### config.mk
export PLATFORM = sky130hd
export DESIGN_NAME = dmac_chan_seq
export DESIGN_NICKNAME = d
export VERILOG_FILES = /design/src/rtl/dmac_pkg.sv /design/src/rtl/dmac_addr_gen.sv /design/src/rtl/dmac_chan_seq.sv
export SDC_FILE = /design/constraint.sdc
export NUM_CORES = 1
export LEC_CHECK = 0
export BUFFER_PORTS_ARGS = -buffer_cell sky130_fd_sc_hd__buf_4
export CORE_MARGIN = 2
export CORE_UTILIZATION = 40
export DETAILED_ROUTE_END_ITERATION = 8
export HOLD_SLACK_MARGIN = 0.1
export SYNTH_ARGS = -nofsm -noshare
export SYNTH_HDL_FRONTEND = slang
export SYNTH_SLANG_ARGS = --single-unit
### constraint.sdc
create_clock -name clk -period 3.2 [get_ports clk]
set_clock_uncertainty 0.05 [all_clocks]
set_input_delay 0.16 -clock clk [delete_from_list [all_inputs] [get_ports clk]]
set_output_delay 0.16 -clock clk [all_outputs]
set_load 0.02 [all_outputs]
### src/rtl/dmac_pkg.sv
// Shared AHB-Lite encodings and channel state names for the DMA channel sequencer.
package dmac_pkg;

    typedef enum logic [1:0] {
        HT_IDLE   = 2'b00,
        HT_BUSY   = 2'b01,
        HT_NONSEQ = 2'b10,
        HT_SEQ    = 2'b11
    } htrans_t;

    localparam logic [1:0] HRESP_OKAY  = 2'b00;
    localparam logic [1:0] HRESP_ERROR = 2'b01;

    localparam logic [2:0] HBURST_INCR = 3'b001;

    typedef enum logic [2:0] {
        CH_IDLE     = 3'd0,
        CH_RD       = 3'd1,
        CH_RD_DRAIN = 3'd2,
        CH_WR       = 3'd3,
        CH_WR_DRAIN = 3'd4,
        CH_DONE     = 3'd5,
        CH_ERR      = 3'd6
    } chan_state_t;

endpackage

### src/rtl/dmac_addr_gen.sv
// Beat-address pointer with load/increment and a flag marking the start of a 1 KB page.
module dmac_addr_gen #(
    parameter int ADDR_W     = 32,
    parameter int BEAT_BYTES = 4
) (
    input  logic              clk,
    input  logic              rst,
    input  logic              load,
    input  logic              inc,
    input  logic [ADDR_W-1:0] load_val,
    output logic [ADDR_W-1:0] ptr,
    output logic              at_bound
);

    // Pointer register; wraps naturally modulo 2^ADDR_W.
    always_ff @(posedge clk) begin
        if (rst) begin
            ptr <= '0;
        end else if (load) begin
            ptr <= load_val;
        end else if (inc) begin
            ptr <= ptr + ADDR_W'(BEAT_BYTES);
        end
    end

    // A beat landing on a 1 KB page start has crossed the boundary and must restart the burst.
    assign at_bound = (ptr[9:0] == 10'd0);

endmodule

### src/rtl/dmac_chan_seq.sv
// DMA channel sequencer: alternating AHB-Lite INCR read/write bursts through the channel FIFO.
//
// state       | meaning
// ------------+-----------------------------------------------------------
// IDLE        | waiting for cfg_start
// RD          | issuing read addresses from src_ptr (waits for empty FIFO)
// RD_DRAIN    | waiting for the last read data phase
// WR          | issuing write addresses from dst_ptr
// WR_DRAIN    | waiting for the last write data phase, then update remain
// DONE        | transfer complete, irq raised
// ERR         | bus error seen, err/irq raised
module dmac_chan_seq #(
    parameter int ADDR_W     = 32,
    parameter int SIZE_W     = 16,
    parameter int BLEN_W     = 4,
    parameter int BEAT_BYTES = 4
) (
    input  logic              clk,
    input  logic              rst,
    input  logic              cfg_start,
    input  logic              cfg_abort,
    input  logic [ADDR_W-1:0] cfg_src,
    input  logic [ADDR_W-1:0] cfg_dst,
    input  logic [SIZE_W-1:0] cfg_size,
    input  logic [BLEN_W-1:0] cfg_blen,
    input  logic              irq_clr,
    input  logic              HReady,
    input  logic [1:0]        HResp,
    output logic [ADDR_W-1:0] HAddr,
    output logic [1:0]        HTrans,
    output logic              HWrite,
    output logic [2:0]        HBurst,
    output logic [2:0]        HSize,
    output logic              fifo_wr_en,
    output logic              fifo_rd_en,
    input  logic              fifo_empty,
    output logic              busy,
    output logic              irq,
    output logic              err
);
    import dmac_pkg::*;

    localparam int CW = BLEN_W + 1;

    localparam logic [2:0] S_IDLE     = CH_IDLE;
    localparam logic [2:0] S_RD       = CH_RD;
    localparam logic [2:0] S_RD_DRAIN = CH_RD_DRAIN;
    localparam logic [2:0] S_WR       = CH_WR;
    localparam logic [2:0] S_WR_DRAIN = CH_WR_DRAIN;
    localparam logic [2:0] S_DONE     = CH_DONE;
    localparam logic [2:0] S_ERR      = CH_ERR;

    logic [2:0]        state, state_nx;
    logic [CW-1:0]     acc_cnt, bl;
    logic [SIZE_W-1:0] remain, rem_after;
    logic              dphase, dwr, abort_r;
    logic              addr_phase, acc, last_acc, data_ok, data_err, start_ok, in_xfer;
    logic [ADDR_W-1:0] src_ptr, dst_ptr;
    logic              src_bound, dst_bound, cur_bound, wr_side;
    htrans_t           ht;

    function automatic logic [CW-1:0] burst_len(input logic [SIZE_W-1:0] rem,
                                                input logic [BLEN_W-1:0] blen);
        logic [CW-1:0] lim;
        lim = {1'b0, blen} + CW'(1);
        if (rem < SIZE_W'(lim)) burst_len = rem[CW-1:0];
        else                    burst_len = lim;
    endfunction

    dmac_addr_gen #(.ADDR_W(ADDR_W), .BEAT_BYTES(BEAT_BYTES)) u_src (
        .clk(clk), .rst(rst), .load(start_ok), .inc(acc && state == S_RD),
        .load_val(cfg_src), .ptr(src_ptr), .at_bound(src_bound)
    );

    dmac_addr_gen #(.ADDR_W(ADDR_W), .BEAT_BYTES(BEAT_BYTES)) u_dst (
        .clk(clk), .rst(rst), .load(start_ok), .inc(acc && state == S_WR),
        .load_val(cfg_dst), .ptr(dst_ptr), .at_bound(dst_bound)
    );

    assign start_ok  = (state == S_IDLE) && cfg_start;
    assign wr_side   = (state == S_WR) || (state == S_WR_DRAIN);
    assign cur_bound = wr_side ? dst_bound : src_bound;
    assign in_xfer   = (state == S_RD) || (state == S_RD_DRAIN) ||
                       (state == S_WR) || (state == S_WR_DRAIN);

    // The FIFO must be empty before a read burst starts so it can hold the whole burst.
    assign addr_phase = !abort_r &&
                        (((state == S_RD) && ((acc_cnt != '0) || fifo_empty)) || (state == S_WR));
    assign acc        = addr_phase && HReady;
    assign last_acc   = acc && (acc_cnt == bl - CW'(1));
    assign data_ok    = dphase && HReady && (HResp == HRESP_OKAY);
    assign data_err   = dphase && (HResp == HRESP_ERROR);
    assign rem_after  = remain - SIZE_W'(bl);

    // Address-phase encoding: NONSEQ on burst start or 1 KB page restart.
    always_comb begin
        ht = HT_IDLE;
        if (addr_phase) begin
            ht = ((acc_cnt == '0) || cur_bound) ? HT_NONSEQ : HT_SEQ;
        end
    end

    // Next-state logic; error and abort override the normal burst flow.
    always_comb begin
        state_nx = state;
        case (state)
            S_IDLE:     if (cfg_start) state_nx = (cfg_size == '0) ? S_DONE : S_RD;
            S_RD:       if (last_acc) state_nx = S_RD_DRAIN;
            S_RD_DRAIN: if (data_ok) state_nx = S_WR;
            S_WR:       if (last_acc) state_nx = S_WR_DRAIN;
            S_WR_DRAIN: if (data_ok) state_nx = (rem_after == '0) ? S_DONE : S_RD;
            S_DONE:     state_nx = S_IDLE;
            S_ERR:      state_nx = S_IDLE;
            default:    state_nx = S_IDLE;
        endcase
        if (in_xfer) begin
            if (data_err) begin
                state_nx = S_ERR;
            end else if (abort_r && (!dphase || data_ok)) begin
                state_nx = S_IDLE;
            end
        end
    end

    // State, beat counters, data-phase tracking and sticky status.
    always_ff @(posedge clk) begin
        if (rst) begin
            state   <= S_IDLE;
            acc_cnt <= '0;
            bl      <= '0;
            remain  <= '0;
            dphase  <= 1'b0;
            dwr     <= 1'b0;
            abort_r <= 1'b0;
            irq     <= 1'b0;
            err     <= 1'b0;
        end else begin
            state <= state_nx;
            if (state_nx != state) acc_cnt <= '0;
            else if (acc)          acc_cnt <= acc_cnt + CW'(1);
            if (data_err)    dphase <= 1'b0;
            else if (HReady) dphase <= addr_phase;
            if (acc) dwr <= (state == S_WR);
            abort_r <= (state_nx != S_IDLE) && (abort_r || (cfg_abort && state != S_IDLE));
            if (start_ok) begin
                remain <= cfg_size;
                bl     <= burst_len(cfg_size, cfg_blen);
            end else if ((state == S_WR_DRAIN) && data_ok) begin
                remain <= rem_after;
                bl     <= burst_len(rem_after, cfg_blen);
            end
            if ((state_nx == S_DONE) || (state_nx == S_ERR)) irq <= 1'b1;
            else if (irq_clr)                                irq <= 1'b0;
            if (state_nx == S_ERR) err <= 1'b1;
            else if (irq_clr)      err <= 1'b0;
        end
    end

    assign HTrans     = ht;
    assign HAddr      = wr_side ? dst_ptr : src_ptr;
    assign HWrite     = wr_side;
    assign HBurst     = HBURST_INCR;
    assign HSize      = 3'($clog2(BEAT_BYTES));
    assign fifo_wr_en = data_ok && !dwr;
    assign fifo_rd_en = data_ok && dwr;
    assign busy       = (state != S_IDLE);

endmodule

### After elaboration in Yosys (flattened, before gate mapping)

Cells that the tools add are included.

* muxes and demuxes: 28
* eq/ne operators: 9
* $add $sub $neg: 6
* $lt $le $gt $ge: 2
* reduce and logical (&&, ||, !) cells: 46

Operators with widths (count)
* $mux 32: 5
* $add 32x3->32 const B: 2
* $logic_not 16->1: 2
* $lt 16x5->1: 2
* $mux 16: 2
* $mux 3: 10
* $logic_not 10->1: 2
* $mux 5: 4
* $logic_and 1x1->1: 16
* $sub 16x5->16: 1
* $pmux 3 s5: 1
* $logic_or 1x1->1: 10
* $reduce_bool 2->1: 5
* $eq 3x3->1 const B: 3
* $eq 3x2->1 const B: 2
* $reduce_bool 3->1: 2
* $add 4x1->5 const B: 1
* $add 5x1->5 const B: 1
* $eq 5x5->1: 1
* $logic_not 5->1: 1
* $mux 1: 5
* $reduce_bool 5->1: 1
* $sub 5x1->5 const B: 1
* $reduce_or 2->1: 2
* other kinds (7): 9

* register bits after elaboration: 98
* output and inout bits: 46
* input bits: 93

### Longest topological paths before layout

Gate-level depths: netlist of run 1.

* depth in word-level cells: 15
* gate-level depth with buffers: 13
* gate-level depth less buffers: 13

### Cells and area by module

A second synthesis of run 1 with hierarchy kept.

* cells, all modules: 833
* area total of the unflattened synthesis: 6707.7 um2

By module, submodules not included
* dmac_addr_gen: sequential area each 640.6 um2, area each 1756.7 um2, cells each 210, instances 2
* dmac_chan_seq: sequential area each 680.7 um2, area each 3194.3 um2, cells each 413, instances 1

### Least setup slack after synthesis of run 1

Ideal clock, no wire load.

* path type: register -> register
* start: register bl[0]
* end: register bl[3]
* required time: 3.031 ns
* stages on the path, launching flop included: 13
* library setup time: 0.119 ns
* data arrival time: 2.991 ns
* path slack: 0.041 ns
* cells stage by stage: dfxtp_1 > ha_1 > inv_1 > fa_1 > a211o_1 > o21ai_0 > xnor2_1 > ha_1 > a21oi_1 > o21ai_0 > a211oi_4 > mux2_4 > o221a_2

* cells in the longest elaborated chain, start to end: 5

Ends and longest elaborated chain
* start, declared: line dmac_chan_seq.sv:54 `logic [CW-1:0] acc_cnt, bl;`
* start signal, assigned: line dmac_chan_seq.sv:147 `bl <= burst_len(cfg_size, cfg_blen);`
* start signal, assigned: line dmac_chan_seq.sv:150 `bl <= burst_len(rem_after, cfg_blen);`
* $sub 16x5->16 *: line dmac_chan_seq.sv:93 `assign rem_after = remain - SIZE_W'(bl);`
* $lt 16x5->1: line dmac_chan_seq.sv:66 `if (rem < SIZE_W'(lim)) burst_len = rem[CW-1:0];`
* $mux 5 *: line dmac_chan_seq.sv:66
* $mux 5 *: line dmac_chan_seq.sv:148 `end else if ((state == S_WR_DRAIN) && data_ok) begin`
* $mux 5 *: line dmac_chan_seq.sv:145 `if (start_ok) begin`

Every way passes the cells marked *; elsewhere a longest branch is shown, timed or not. The select of a mux whose other input is x is not followed.
A chain may end at the register's enable or synchronous reset.

### Worst setup path in the final report of run 1

* start: register remain[0]
* end: register bl[3]

* cells in the longest elaborated chain, start to end: 5

Ends and longest elaborated chain
* start, declared: line dmac_chan_seq.sv:55 `logic [SIZE_W-1:0] remain, rem_after;`
* start signal, assigned: line dmac_chan_seq.sv:146 `remain <= cfg_size;`
* start signal, assigned: line dmac_chan_seq.sv:149 `remain <= rem_after;`
* $sub 16x5->16 *: line dmac_chan_seq.sv:93
* $lt 16x5->1: line dmac_chan_seq.sv:66
* $mux 5 *: line dmac_chan_seq.sv:66
* $mux 5 *: line dmac_chan_seq.sv:148
* $mux 5 *: line dmac_chan_seq.sv:145

Marks and branches as above.

==> results.rst, run 1 <==
.. list-table::
   :header-rows: 1

   * - Metric
     - Value
   * - Highest cell delay on the worst timing path
     - between 0.3 and 0.4 ns
   * - Static Leak
     - approximately 3.4 nW
   * - Cell at the root of the clock tree
     - clkbuf_16
   * - Clk buf depth
     - 2
   * - Final HPWL DP
     - approximately 13 mm
   * - RSZ-0062 raised after global routing
     - false
   * - Post-layout minimum cycle time
     - between 3 and 4 ns
   * - Met1 Usage GRT
     - 31.3%
   * - Average cell area after synthesis
     - roughly 8.1 µm²
   * - Start-to-end type of the worst setup path
     - register to register
   * - Post-place instance area
     - 0.00761 mm²
   * - Fraction of layout cells with a size suffix above 1
     - between 20% and 30%
   * - Number of DRC violations after detailed-routing iteration 0
     - between 300 and 400
   * - Number of warnings reported in the yosys synthesis log
     - 0
   * - Number of enable-type register cells in the synthesized netlist
     - 0
   * - Number of endpoints failing setup at the final stage
     - 0
   * - Maximum Capacitance Violations
     - 0
   * - CTS Buf Count
     - 9
   * - Area of the mapped netlist
     - 0.00641 mm²
   * - Max-slew violation count
     - 0
   * - Avg WL per Cell
     - between 15 and 20 µm
   * - N_diodes
     - 0
   * - Peak supply drop
     - slightly below 0.0003 V
   * - Final RePlAce weighted congestion
     - between 0.8 and 0.9
   * - Power density over cell area
     - between 400 and 500 mW/mm²
   * - Met3 Usage GRT
     - under 10%
   * - Crit path cell chain
     - inv_1 > ha_1 > inv_1 > fa_2 > a211o_1 > o21ai_1 > xnor2_1 > ha_1 > a21oi_2 > o21ai_2 > a211oi_4 > mux2_4 > o221a_2
   * - Endpoint type of the worst setup path
     - register
   * - Crit path buffers/inverters
     - 2
   * - Post-synthesis cell count
     - 787
   * - Final worst path period share
     - 94.8%
   * - Wire length of the first global-routing pass
     - 30.2 mm
   * - Crit path max fanout
     - 3
   * - TritonCTS clock tree
     - yes
   * - Die extent in y
     - about 130 µm
   * - Horizontal die dimension
     - between 100 and 150 µm
   * - Share of synthesized flip-flops with an asynchronous set or reset
     - 0%
   * - Max_slew headroom
     - between 40% and 50%
   * - Worst-margin pin slew
     - between 0.8 and 0.9 ns
   * - Detailed-router iteration count before antenna repair
     - 5
   * - Core Rows
     - 46
   * - GRT Max-Usage Layer
     - met2
   * - ANT nets after route
     - 0
   * - Starting density of the core
     - between 40% and 50%
   * - Number of hold violations in the final report
     - 0
   * - Total of flip-flops plus latches after synthesis
     - between 90 and 100
   * - Via count of the first global-routing pass
     - between 5000 and 6000
   * - Achievable Freq
     - 329 MHz
   * - Maximum number of pins on one net before global-route repair
     - about 130
   * - H-Tree Level Count
     - 3
   * - I/O pin cnt
     - 139
   * - Via total after detailed routing
     - 6339
   * - Total clock sinks
     - 98
   * - Worst-skew pair later-pin latency
     - 0.35 ns
   * - Proportion of synthesized chip area in sequential cells
     - between 30% and 40%
   * - Flop2flop setup slack
     - ~0.16 ns
   * - Die outline area
     - 0.0170 mm²
   * - Vias/cell
     - 5.26
   * - Antenna violations before repair
     - 0
   * - Total global routing overflow
     - 0
   * - Crit path DAT
     - ~3.2 ns
   * - Kind of path behind the tightest hold check
     - input pin to register
   * - Clock-pin slew reported for the worst setup and hold paths after clock tree synthesis
     - around 0.070 ns
   * - Critical path startpoint category
     - register
   * - Total core area
     - between 0.015 and 0.02 mm²
   * - Required time of the critical path
     - between 3 and 4 ns
   * - Slowest cell on crit path
     - fa_2
   * - Result of the run
     - completed
   * - Met2 capacity usage during global routing
     - between 30% and 40%
   * - Final setup TNS
     - 0 ns
   * - Area of all placed cells without fillers
     - between 0.008 and 0.009 mm²
   * - DRC violation count after routing
     - 0
   * - Overall track demand over capacity in global routing
     - about 22%
   * - Number of different library cells in the post-synthesis netlist
     - 75
   * - Post-synthesis to final-layout area growth
     - 36.5%
   * - Family with the most delay on the worst path
     - compound AO/OA/AOI/OAI gates
   * - Layout net count
     - 1101
   * - Number of fill cells
     - roughly 1500
   * - Total routed wirelength
     - 19.1 mm
   * - # port buffers
     - 132
   * - Prevailing post-synth register cell
     - dfxtp_1
## registers in the layout, indices dropped and copies added (netlist names)
signal     cells
u_dst.ptr     32
u_src.ptr     32
remain        16
acc_cnt        5
bl             5
state          3
abort_r        1
dphase         1
dwr            1
err            1
irq            1
## synthesized netlist by cell type, types with 3 or more instances
cell type | number | area share [%]
a211oi_1 | 65 | 7.6
a21o_1 | 3 | 0.35
a21oi_1 | 44 | 3.4
a221o_1 | 3 | 0.47
a22oi_1 | 3 | 0.35
a311oi_1 | 4 | 0.55
a31oi_1 | 5 | 0.49
and2_1 | 8 | 0.78
and3_1 | 14 | 1.4
and4_1 | 7 | 0.96
buf_2 | 3 | 0.23
buf_4 | 7 | 0.82
clkbuf_1 | 35 | 2.1
dfxtp_1 | 98 | 31
ha_1 | 22 | 4.3
inv_1 | 28 | 1.6
mux2_2 | 29 | 5.1
mux2i_1 | 8 | 1.3
nand2_1 | 42 | 2.5
nand2b_1 | 4 | 0.39
nand3_1 | 28 | 2.2
nand3b_1 | 3 | 0.35
nand4_1 | 15 | 1.5
nor2_1 | 113 | 6.6
nor3_1 | 19 | 1.5
nor3b_1 | 4 | 0.47
nor4_1 | 9 | 0.88
o211ai_1 | 3 | 0.35
o21ai_0 | 21 | 1.6
or2_2 | 4 | 0.39
or3_1 | 6 | 0.59
or4_1 | 4 | 0.47
xnor2_1 | 34 | 4.6
xor2_1 | 37 | 5.1
## per-stage QoR
stage | setup slack, ns | util, % | hold slack, ns | cells | power, mW
6_report | 0.165 | 55.5 | 0.126 | 1206 | 3.51
5_1_grt | 0.00761 | 55.5 | 0.126 | 1206 | 3.71
4_1_cts | 0.0743 | 55.3 | 0.113 | 1206 | 3.52
3_5_place_dp | 0.0153 | 48.3 | 0.380 | 1109 | 2.31
3_3_place_gp | 0.0884 | 48.3 | 0.375 | 1109 | 2.31
2_1_floorplan | 0.0407 | - | 0.246 | 791 | 2.00
## what timing repair did
action                                  in CTS  in global routing
setup buffers                                1                  0
hold endpoints to repair                    79                  0
resized for setup                            0                 10
endpoints found under the setup margin       1                 11
hold buffers                                80                  0
pin swaps                                    1                  4
## tightest hold or removal path: stages
cell and delay [ns]:
buf_4 0.11, nor2_1 0.13, a211oi_1 0.07
## power by group
group          switching [mW]  internal [mW]  total, mW  leakage [nW]
registers               0.109           1.32       1.43         0.808
clock network           0.509          0.606       1.11         0.145
logic                   0.496          0.475      0.971          2.47
total                    1.11           2.40       3.51          3.43
## cell type report
| cell class | instances | area, µm² | share of cell area, % |
|---|---|---|---|
| clock inverters | 7 | 70.1 | 0.801 |
| well taps | 216 | 270 | 3.09 |
| flip-flops and latches | 98 | 1960 | 22.4 |
| repair buffers | 233 | 1970 | 22.5 |
| clock buffers | 9 | 225 | 2.58 |
| multi-input cells | 615 | 4150 | 47.4 |
| inverters | 28 | 105 | 1.20 |
## path summary, 6_finish.rpt
kind / startpoint / to / cells after the start
setup / recovery: remain[0] / bl[3] / 13
hold / removal: cfg_dst[27] / u_dst.ptr[27] / 3
setup reg to reg: remain[0] / bl[3] / 13
hold reg to reg: remain[15] / remain[15] / 2
## layer usage
metal / wire length (µm) / vias up / part of all wire, %
met5: 0 / - / 0
met2: 8720 / 154 / 46
li1: - / 3246 / -
met3: 850 / 12 / 4.5
met4: 161 / 0 / 0.84
met1: 9340 / 2927 / 49
## placed cells by master, fill, tap and decap left out, types with 9 or more instances in the layout
master         Yosys  final
nand3_1           28     28
buf_4              7    151
a211oi_1          65     63
xnor2_1           34     34
nor3_1            19     19
ha_1              22     22
nor4_1             9      9
and3_1            14     14
dfxtp_1           98     98
mux2_2            29     29
nand2_1           42     42
inv_1             28     28
nand4_1           15     15
xor2_1            37     37
o21ai_0           21     17
nor2_1           113    113
clkbuf_16          0      9
dlygate4sd3_1      0     80
a21oi_1           44     43
## cells by family after synthesis
kind of cell	after synthesis	synth area share, %
and+or+nand+nor	296	23.3
muxes	38	6.58
AOI/OAI and AO/OA	181	19.6
xor gates and xnor gates	71	9.71
other	2	0.117
adders and majority gates	23	4.61
buffers and inverters	78	5.47
DFF	98	30.6
Note: power is estimated with default switching activity, not from simulation.
==> inputs of run 2 (changes only) <==
--- a/config.mk
+++ b/config.mk
@@ -10,6 +10,7 @@
 export CORE_UTILIZATION = 40
 export DETAILED_ROUTE_END_ITERATION = 8
 export HOLD_SLACK_MARGIN = 0.1
+export RECOVER_POWER = 100
 export SYNTH_ARGS = -nofsm -noshare
 export SYNTH_HDL_FRONTEND = slang
 export SYNTH_SLANG_ARGS = --single-unit
==> results.rst, run 2 (synthesized netlist as in run 1, its figures left out) <==
.. list-table::
   :header-rows: 1

   * - Metric
     - Value
   * - Layout net count
     - 1101 (unchanged)
   * - Area of all placed cells without fillers
     - 0.00856 mm² (-2.1%)
   * - Max_slew headroom
     - 40.7% (-0.76 points)
   * - Critical path startpoint category
     - register
   * - Total global routing overflow
     - 0 (unchanged)
   * - Commonest cells after routing, fill and taps aside
     - nor2_1 (113), buf_4 (113), dfxtp_1 (98)
   * - Maximum Capacitance Violations
     - 0 (unchanged)
   * - Highest routed layer
     - met4
   * - Via count of the first global-routing pass
     - 5994 (unchanged)
   * - ANT nets after route
     - 0 (unchanged)
   * - Setup crit start
     - remain[0]
   * - Endpoint type of the worst setup path
     - register
   * - Family with the most delay on the worst path
     - compound AO/OA/AOI/OAI gates
   * - Capturing point of the worst reg2reg path
     - bl[3]
   * - Post-layout minimum cycle time
     - 3.04 ns (+0.00779 ns)
   * - Crit path cell chain
     - inv_1 > ha_1 > inv_1 > fa_2 > a211o_1 > o21ai_1 > xnor2_1 > ha_1 > a21oi_2 > o21ai_2 > a211oi_4 > mux2_4 > o221a_2
   * - Flop2flop setup slack
     - 0.16 ns (about the same)
   * - Kind of path behind the tightest hold check
     - input pin to register
   * - Total clock sinks
     - 98 (unchanged)
   * - Highest cell delay on the worst timing path
     - 0.37 ns (about the same)
   * - Number of standard cells in the layout, taps in and fillers out
     - 1206 (unchanged)
   * - Required time of the critical path
     - 3.40 ns (about the same)
   * - Overall track demand over capacity in global routing
     - 22.5% (unchanged)
   * - DRT met1 WL
     - 9.20 mm (-1.4%)
   * - Max-slew violation count
     - 0 (unchanged)
   * - Critical path capture point
     - bl[3]
   * - Die extent in y
     - 131 µm (unchanged)
   * - Clock-pin slew reported for the worst setup and hold paths after clock tree synthesis
     - 0.07 ns (about the same)
   * - Met2 Wirelength
     - 8.64 mm (-0.88%)
   * - Worst setup margin
     - 0.157 ns (-0.00780 ns)
   * - Fraction of layout cells with a size suffix above 1
     - 17.6% (-4.9 points)
   * - Peak supply drop
     - 0.000288 V (-0.66%)
   * - Worst-skew pair later-pin latency
     - 0.35 ns (about the same)
   * - I/O pin cnt
     - 139 (unchanged)
   * - Crit path buffers/inverters
     - 2 (unchanged)
   * - Post-place instance area
     - 0.00761 mm² (unchanged)
   * - RSZ-0062 raised after global routing
     - false
   * - Static Leak
     - 3.29 nW (-4.2%)
   * - Clk buf depth
     - 2 (unchanged)
   * - Number of endpoints failing setup at the final stage
     - 0 (unchanged)
   * - N_diodes
     - 0 (unchanged)
   * - TritonCTS clock tree
     - yes
   * - Crit path max fanout
     - 3 (unchanged)
   * - Worst r2r src
     - remain[0]
   * - Routed wire length on met3
     - 956 µm (+12%)
   * - H-Tree Level Count
     - 3 (unchanged)
   * - Post-synthesis to final-layout area growth
     - 33.6%
   * - Starting density of the core
     - 40.6% (unchanged)
   * - Avg WL per Cell
     - 15.7 µm (-0.50%)
   * - Wire length of the first global-routing pass
     - 30.2 mm (unchanged)
   * - Core Rows
     - 46 (unchanged)
   * - Antenna violations before repair
     - 0 (unchanged)
   * - Slowest cell on crit path
     - fa_2
   * - Worst Hold Slack
     - 0.126 ns (-0.000302 ns)
   * - Final setup TNS
     - 0 ns (unchanged)
   * - Cell at the root of the clock tree
     - clkbuf_16
   * - CTS Buf Count
     - 9 (unchanged)
   * - Total routed wirelength
     - 19.0 mm (-0.50%)
   * - Detailed-router iteration count before antenna repair
     - 5 (unchanged)
   * - Achievable Freq
     - 329 MHz (-0.26%)
   * - Worst slack, placed
     - 0.0153 ns (unchanged)
   * - Power density over cell area
     - 405 mW/mm² (+0.83%)
   * - # port buffers
     - 132 (unchanged)
   * - Horizontal die dimension
     - 131 µm (unchanged)
   * - Worst path depth
     - 13 (unchanged)
   * - Final worst path period share
     - 95.1% (+0.24 points)
   * - Worst-margin pin slew
     - 0.887 ns (+0.0114 ns)
   * - Number of hold violations in the final report
     - 0 (unchanged)
   * - Start-to-end type of the worst setup path
     - register to register
   * - Maximum number of pins on one net before global-route repair
     - 132 (unchanged)
   * - Placed Instances
     - 1109 (unchanged)
   * - Registers with the most flip-flops
     - u_dst.ptr: 32 flops, u_src.ptr: 32 flops, remain: 16 flops
   * - Total core area
     - 0.0158 mm² (unchanged)
   * - Result of the run
     - completed
   * - Final RePlAce weighted congestion
     - 0.862 (unchanged)
   * - Length in cells of the worst reg-to-reg path
     - 13 (unchanged)
   * - Number of DRC violations after detailed-routing iteration 0
     - 391 (+3.4%)
   * - Crit path DAT
     - 3.24 ns (about the same)
   * - Final HPWL DP
     - 13.2 mm (unchanged)
   * - Die outline area
     - 0.0170 mm² (unchanged)
   * - DRC violation count after routing
     - 0 (unchanged)
   * - Via total after detailed routing
     - 6345 (+0.095%)
   * - Vias/cell
     - 5.26 (about the same)
==> run 2: where the power goes <==
part           total, mW  switching, mW  internal, mW
registers           1.42          0.109          1.32
clock network       1.11          0.504         0.605
logic              0.932          0.492         0.440
total               3.47           1.10          2.36
==> run 2: tightest hold or removal path, cell delays in order <==
cell	delay, ns
buf_4	0.11
nor2_1	0.13
a211oi_1	0.07
==> run 2: what timing repair did <==
action | 4_1_cts | 5_1_grt
hold endpoints to repair | 79 | 0
cloned | 0 | 0
pin swaps | 1 | 4
buffers inserted | 1 | 0
setup endpoints to repair | 1 | 11
gates resized for setup | 0 | 10
hold buffers | 80 | 0
==> run 2: per-stage QoR <==
stage	utilization, %	power, mW
3_3_place_gp	48.3	2.31
3_5_place_dp	48.3	2.31
2_1_floorplan	-	2.00
6_report	54.3	3.47
5_1_grt	54.3	3.67
4_1_cts	55.3	3.52
==> run 2: worst min-delay path by stage <==
stage                 from       endpoint  slack, ns  depth (start not counted)
6_report       cfg_dst[27]  u_dst.ptr[27]       0.13                          3
3_3_place_gp    cfg_src[0]   u_src.ptr[0]       0.37                          3
3_5_place_dp    cfg_src[1]   u_src.ptr[1]       0.38                          3
2_1_floorplan   cfg_dst[1]   u_dst.ptr[1]       0.25                          2
4_1_cts        cfg_src[11]  u_src.ptr[11]       0.11                          3
5_1_grt        cfg_dst[27]  u_dst.ptr[27]       0.13                          3
==> run 2: cell type report <==
type                       instances  area (µm²)
fill                            1575        7210
multi-input combinational        615        4100
sequential                        98        1960
timing repair buffer             233        1830
tap                              216         270
clock buffer                       9         225
inverter                          28         105
clock inverter                     7        70.1
==> run 2: per-layer routing <==
layer  GRT usage (%)  vias up
met2            36.6      173
li1                -     3243
met3            4.32       12
met5               0        -
met1            31.3     2917
met4            4.26        0
==> inputs of run 3 (changes only) <==
--- a/config.mk
+++ b/config.mk
@@ -5,6 +5,7 @@
 export SDC_FILE = /design/constraint.sdc
 export NUM_CORES = 1
 export LEC_CHECK = 0
+export ABC_AREA = 1
 export BUFFER_PORTS_ARGS = -buffer_cell sky130_fd_sc_hd__buf_4
 export CORE_MARGIN = 2
 export CORE_UTILIZATION = 40
==> results.rst, run 3 <==
.. list-table::
   :header-rows: 1

   * - Metric
     - Value
   * - Result of the run
     - completed
   * - Die extent in y
     - 139 µm (+6.4%)
   * - Worst slack, placed
     - 0.228 ns (+0.213 ns)
   * - Via total after detailed routing
     - 7820 (+23%)
   * - Number of warnings reported in the yosys synthesis log
     - 0 (unchanged)
   * - H-Tree Level Count
     - 3 (unchanged)
   * - Layout net count
     - 1409 (+28%)
   * - Final HPWL DP
     - 16.5 mm (+24%)
   * - Area taken by multi-input logic gates
     - 0.00458 mm² (+12%)
   * - RSZ-0062 raised after global routing
     - false
   * - # port buffers
     - 132 (unchanged)
   * - Crit path max fanout
     - 10 (+7)
   * - Final setup TNS
     - 0 ns (unchanged)
   * - Wire length of the first global-routing pass
     - 37.0 mm (+22%)
   * - Required time of the critical path
     - 3.40 ns (about the same)
   * - Max_slew headroom
     - 40.7% (about the same)
   * - Number of hold violations in the final report
     - 0 (unchanged)
   * - Registers with the most flip-flops
     - u_dst.ptr: 32 flops, u_src.ptr: 32 flops, remain: 16 flops
   * - N_diodes
     - 0 (unchanged)
   * - Cell at the root of the clock tree
     - clkbuf_16
   * - Total clock sinks
     - 98 (unchanged)
   * - Post-place instance area
     - 0.00840 mm² (+10%)
   * - Worst setup margin
     - 0.298 ns (+0.141 ns)
   * - Clock-pin slew reported for the worst setup and hold paths after clock tree synthesis
     - 0.07 ns (about the same)
   * - Starting density of the core
     - 40.6% (about the same)
   * - Die outline area
     - 0.0193 mm² (+13%)
   * - Top-count cell post-synth
     - nand2_1
   * - Vias/cell
     - 5.12 (-2.6%)
   * - Static Leak
     - 3.84 nW (+17%)
   * - Area leader, netlist
     - dfxtp_1
   * - Peak supply drop
     - 0.000273 V (-5.4%)
   * - Horizontal die dimension
     - 139 µm (+6.4%)
   * - Fraction of layout cells with a size suffix above 1
     - 14.0% (-3.5 points)
   * - Power density over cell area
     - 428 mW/mm² (+5.8%)
   * - Post-layout minimum cycle time
     - 2.90 ns (-0.141 ns)
   * - Share of synthesized flip-flops with an asynchronous set or reset
     - 0% (unchanged)
   * - Post-synthesis to final-layout area growth
     - 24.7%
   * - Final RePlAce weighted congestion
     - 0.890 (+3.3%)
   * - Maximum number of pins on one net before global-route repair
     - 77 (-42%)
   * - CTS Buf Count
     - 9 (unchanged)
   * - Avg WL per Cell
     - 14.7 µm (-6.3%)
   * - Max-slew violation count
     - 0 (unchanged)
   * - Crit path DAT
     - 3.10 ns (-0.14 ns)
   * - Achievable Freq
     - 345 MHz (+4.8%)
   * - Leading post-synthesis cells by instance count
     - nand2_1 (259), inv_1 (118), nor2_1 (118), dfxtp_1 (98), o21ai_0 (94)
   * - DRC violation count after routing
     - 0 (unchanged)
   * - Number of DRC violations after detailed-routing iteration 0
     - 595 (+52%)
   * - Number of enable-type register cells in the synthesized netlist
     - 0 (unchanged)
   * - Endpoint type of the worst setup path
     - register
   * - Average cell area after synthesis
     - 6.37 µm² (-22%)
   * - Final worst path period share
     - 90.7% (-4.4 points)
   * - Number of different library cells in the post-synthesis netlist
     - 52 (-31%)
   * - Number of endpoints failing setup at the final stage
     - 0 (unchanged)
   * - ANT nets after route
     - 0 (unchanged)
   * - Synth top area share
     - 27.0% (-3.7 points)
   * - Total core area
     - 0.0179 mm² (+14%)
   * - Post-synthesis cell count
     - 1143 (+45%)
   * - Area of the mapped netlist
     - 0.00728 mm² (+14%)
   * - TritonCTS clock tree
     - yes
   * - Cell types occupying the most area after synthesis
     - dfxtp_1 (27%), nand2_1 (13%), o21ai_0 (6.5%)
   * - Worst-skew pair later-pin latency
     - 0.36 ns (about the same)
   * - Overall track demand over capacity in global routing
     - 23.2% (+0.72 points)
   * - Commonest non-fill, non-tap cell in the layout
     - nand2_1
   * - Proportion of synthesized chip area in sequential cells
     - 27.0% (-3.7 points)
   * - Prevailing post-synth register cell
     - dfxtp_1
   * - Kind of path behind the tightest hold check
     - input pin to register
   * - Worst-margin pin slew
     - 0.890 ns (+0.00303 ns)
   * - Total routed wirelength
     - 22.5 mm (+19%)
   * - Detailed-router iteration count before antenna repair
     - 5 (unchanged)
   * - Commonest cells after routing, fill and taps aside
     - nand2_1 (263), inv_1 (120), nor2_1 (119)
   * - Critical path startpoint category
     - register
   * - Maximum Capacitance Violations
     - 0 (unchanged)
   * - Total of flip-flops plus latches after synthesis
     - 98 (unchanged)
   * - # Post-CTS Setup Buffers
     - 0 (-1)
   * - I/O pin cnt
     - 139 (unchanged)
   * - Combined flip-flop and latch cell area
     - 0.00196 mm² (unchanged)
   * - Total global routing overflow
     - 0 (unchanged)
   * - Start-to-end type of the worst setup path
     - register to register
   * - Clk buf depth
     - 2 (unchanged)
   * - Via count of the first global-routing pass
     - 7244 (+21%)
   * - Core Rows
     - 49 (+6.5%)
   * - Total power consumption of the routed design
     - 3.89 mW (+12%)
   * - Area of all placed cells without fillers
     - 0.00907 mm² (+5.9%)
   * - Antenna violations before repair
     - 0 (unchanged)
   * - Number of fill cells
     - 1912 (+21%)
[run 3: cell count changes after synthesis, sizes merged, moves of 21 or more]
cell,previous run,this run
o21ai,22,111
nand2,42,273
nand3,30,61
a21oi,44,65
xnor2,34,11
mux2,30,0
a211oi,66,5
nor2,113,136
inv,28,130
a31oi,5,41
[run 3: cell type report]
type	count	share of cell area (%)
timing repair buffer	192	15.7
multi-input combinational	861	50.5
tap	229	3.16
inverter	131	5.42
clock inverter	4	0.828
sequential	98	21.6
clock buffer	11	2.79
[run 3: critical path, stage by stage (launching register included)]
cell      delay [ns]
dfxtp_1         0.42
ha_1            0.18
inv_1           0.05
fa_1            0.42
nand3_1         0.09
nand3_1         0.14
xnor2_2         0.22
inv_1           0.09
ha_1            0.28
a21boi_0        0.12
nor3_1          0.22
nand2_2         0.17
o21ai_1         0.15
a21oi_1         0.05
nor2_1          0.09
a21oi_1         0.06
[run 3: logic make-up (layout without fill, tap and decap cells)]
kind of cell	after synthesis	count (layout)	synth area share (%)
DFF	98	98	27.0
and+or+nand+nor	537	537	33.8
other	2	6	0.103
xor gates and xnor gates	47	47	5.66
AOI/OAI and AO/OA	248	248	19.1
buffers and inverters	188	338	10.3
adders and majority gates	23	23	4.06
[run 3: path summary, 6_finish.rpt]
check	from	end	slack [ns]	cells past startpoint
max	bl[0]	bl[2]	0.30	15
min	HReady	dphase	0.11	4
max reg2reg	bl[0]	bl[2]	0.30	15
min reg2reg	err	err	0.42	2
[run 3: per-layer routing]
metal  wire [µm]  global-route usage, %  vias up
li1            -                      -     4059
met1       10900                   33.2     3537
met2       10100                   36.8      196
met3        1120                   2.52       28
met4         408                   6.86        0
met5           0                      0        -
[run 3: power breakdown]
part / leakage [nW] / internal [mW] / switching [mW] / total (mW)
clock network: 0.154 / 0.725 / 0.511 / 1.24
logic: 2.88 / 0.460 / 0.732 / 1.19
registers: 0.806 / 1.33 / 0.133 / 1.46
total: 3.84 / 2.51 / 1.38 / 3.89
[run 3: timing repair]
| action | CTS | global route |
|---|---|---|
| hold buffers | 49 | 0 |
| endpoints found under the setup margin | 0 | 5 |
| resized for setup | 0 | 3 |
| hold endpoints to repair | 49 | 0 |
[run 3: per-stage QoR]
stage	hold slack (ns)	utilization (%)	std cells
final	0.112	50.7	1526
after global placement	0.379	46.9	1462
after detailed placement	0.386	46.9	1462
after floorplan	0.260	-	1147
after CTS	0.101	51.5	1526
after global routing	0.132	50.7	1526
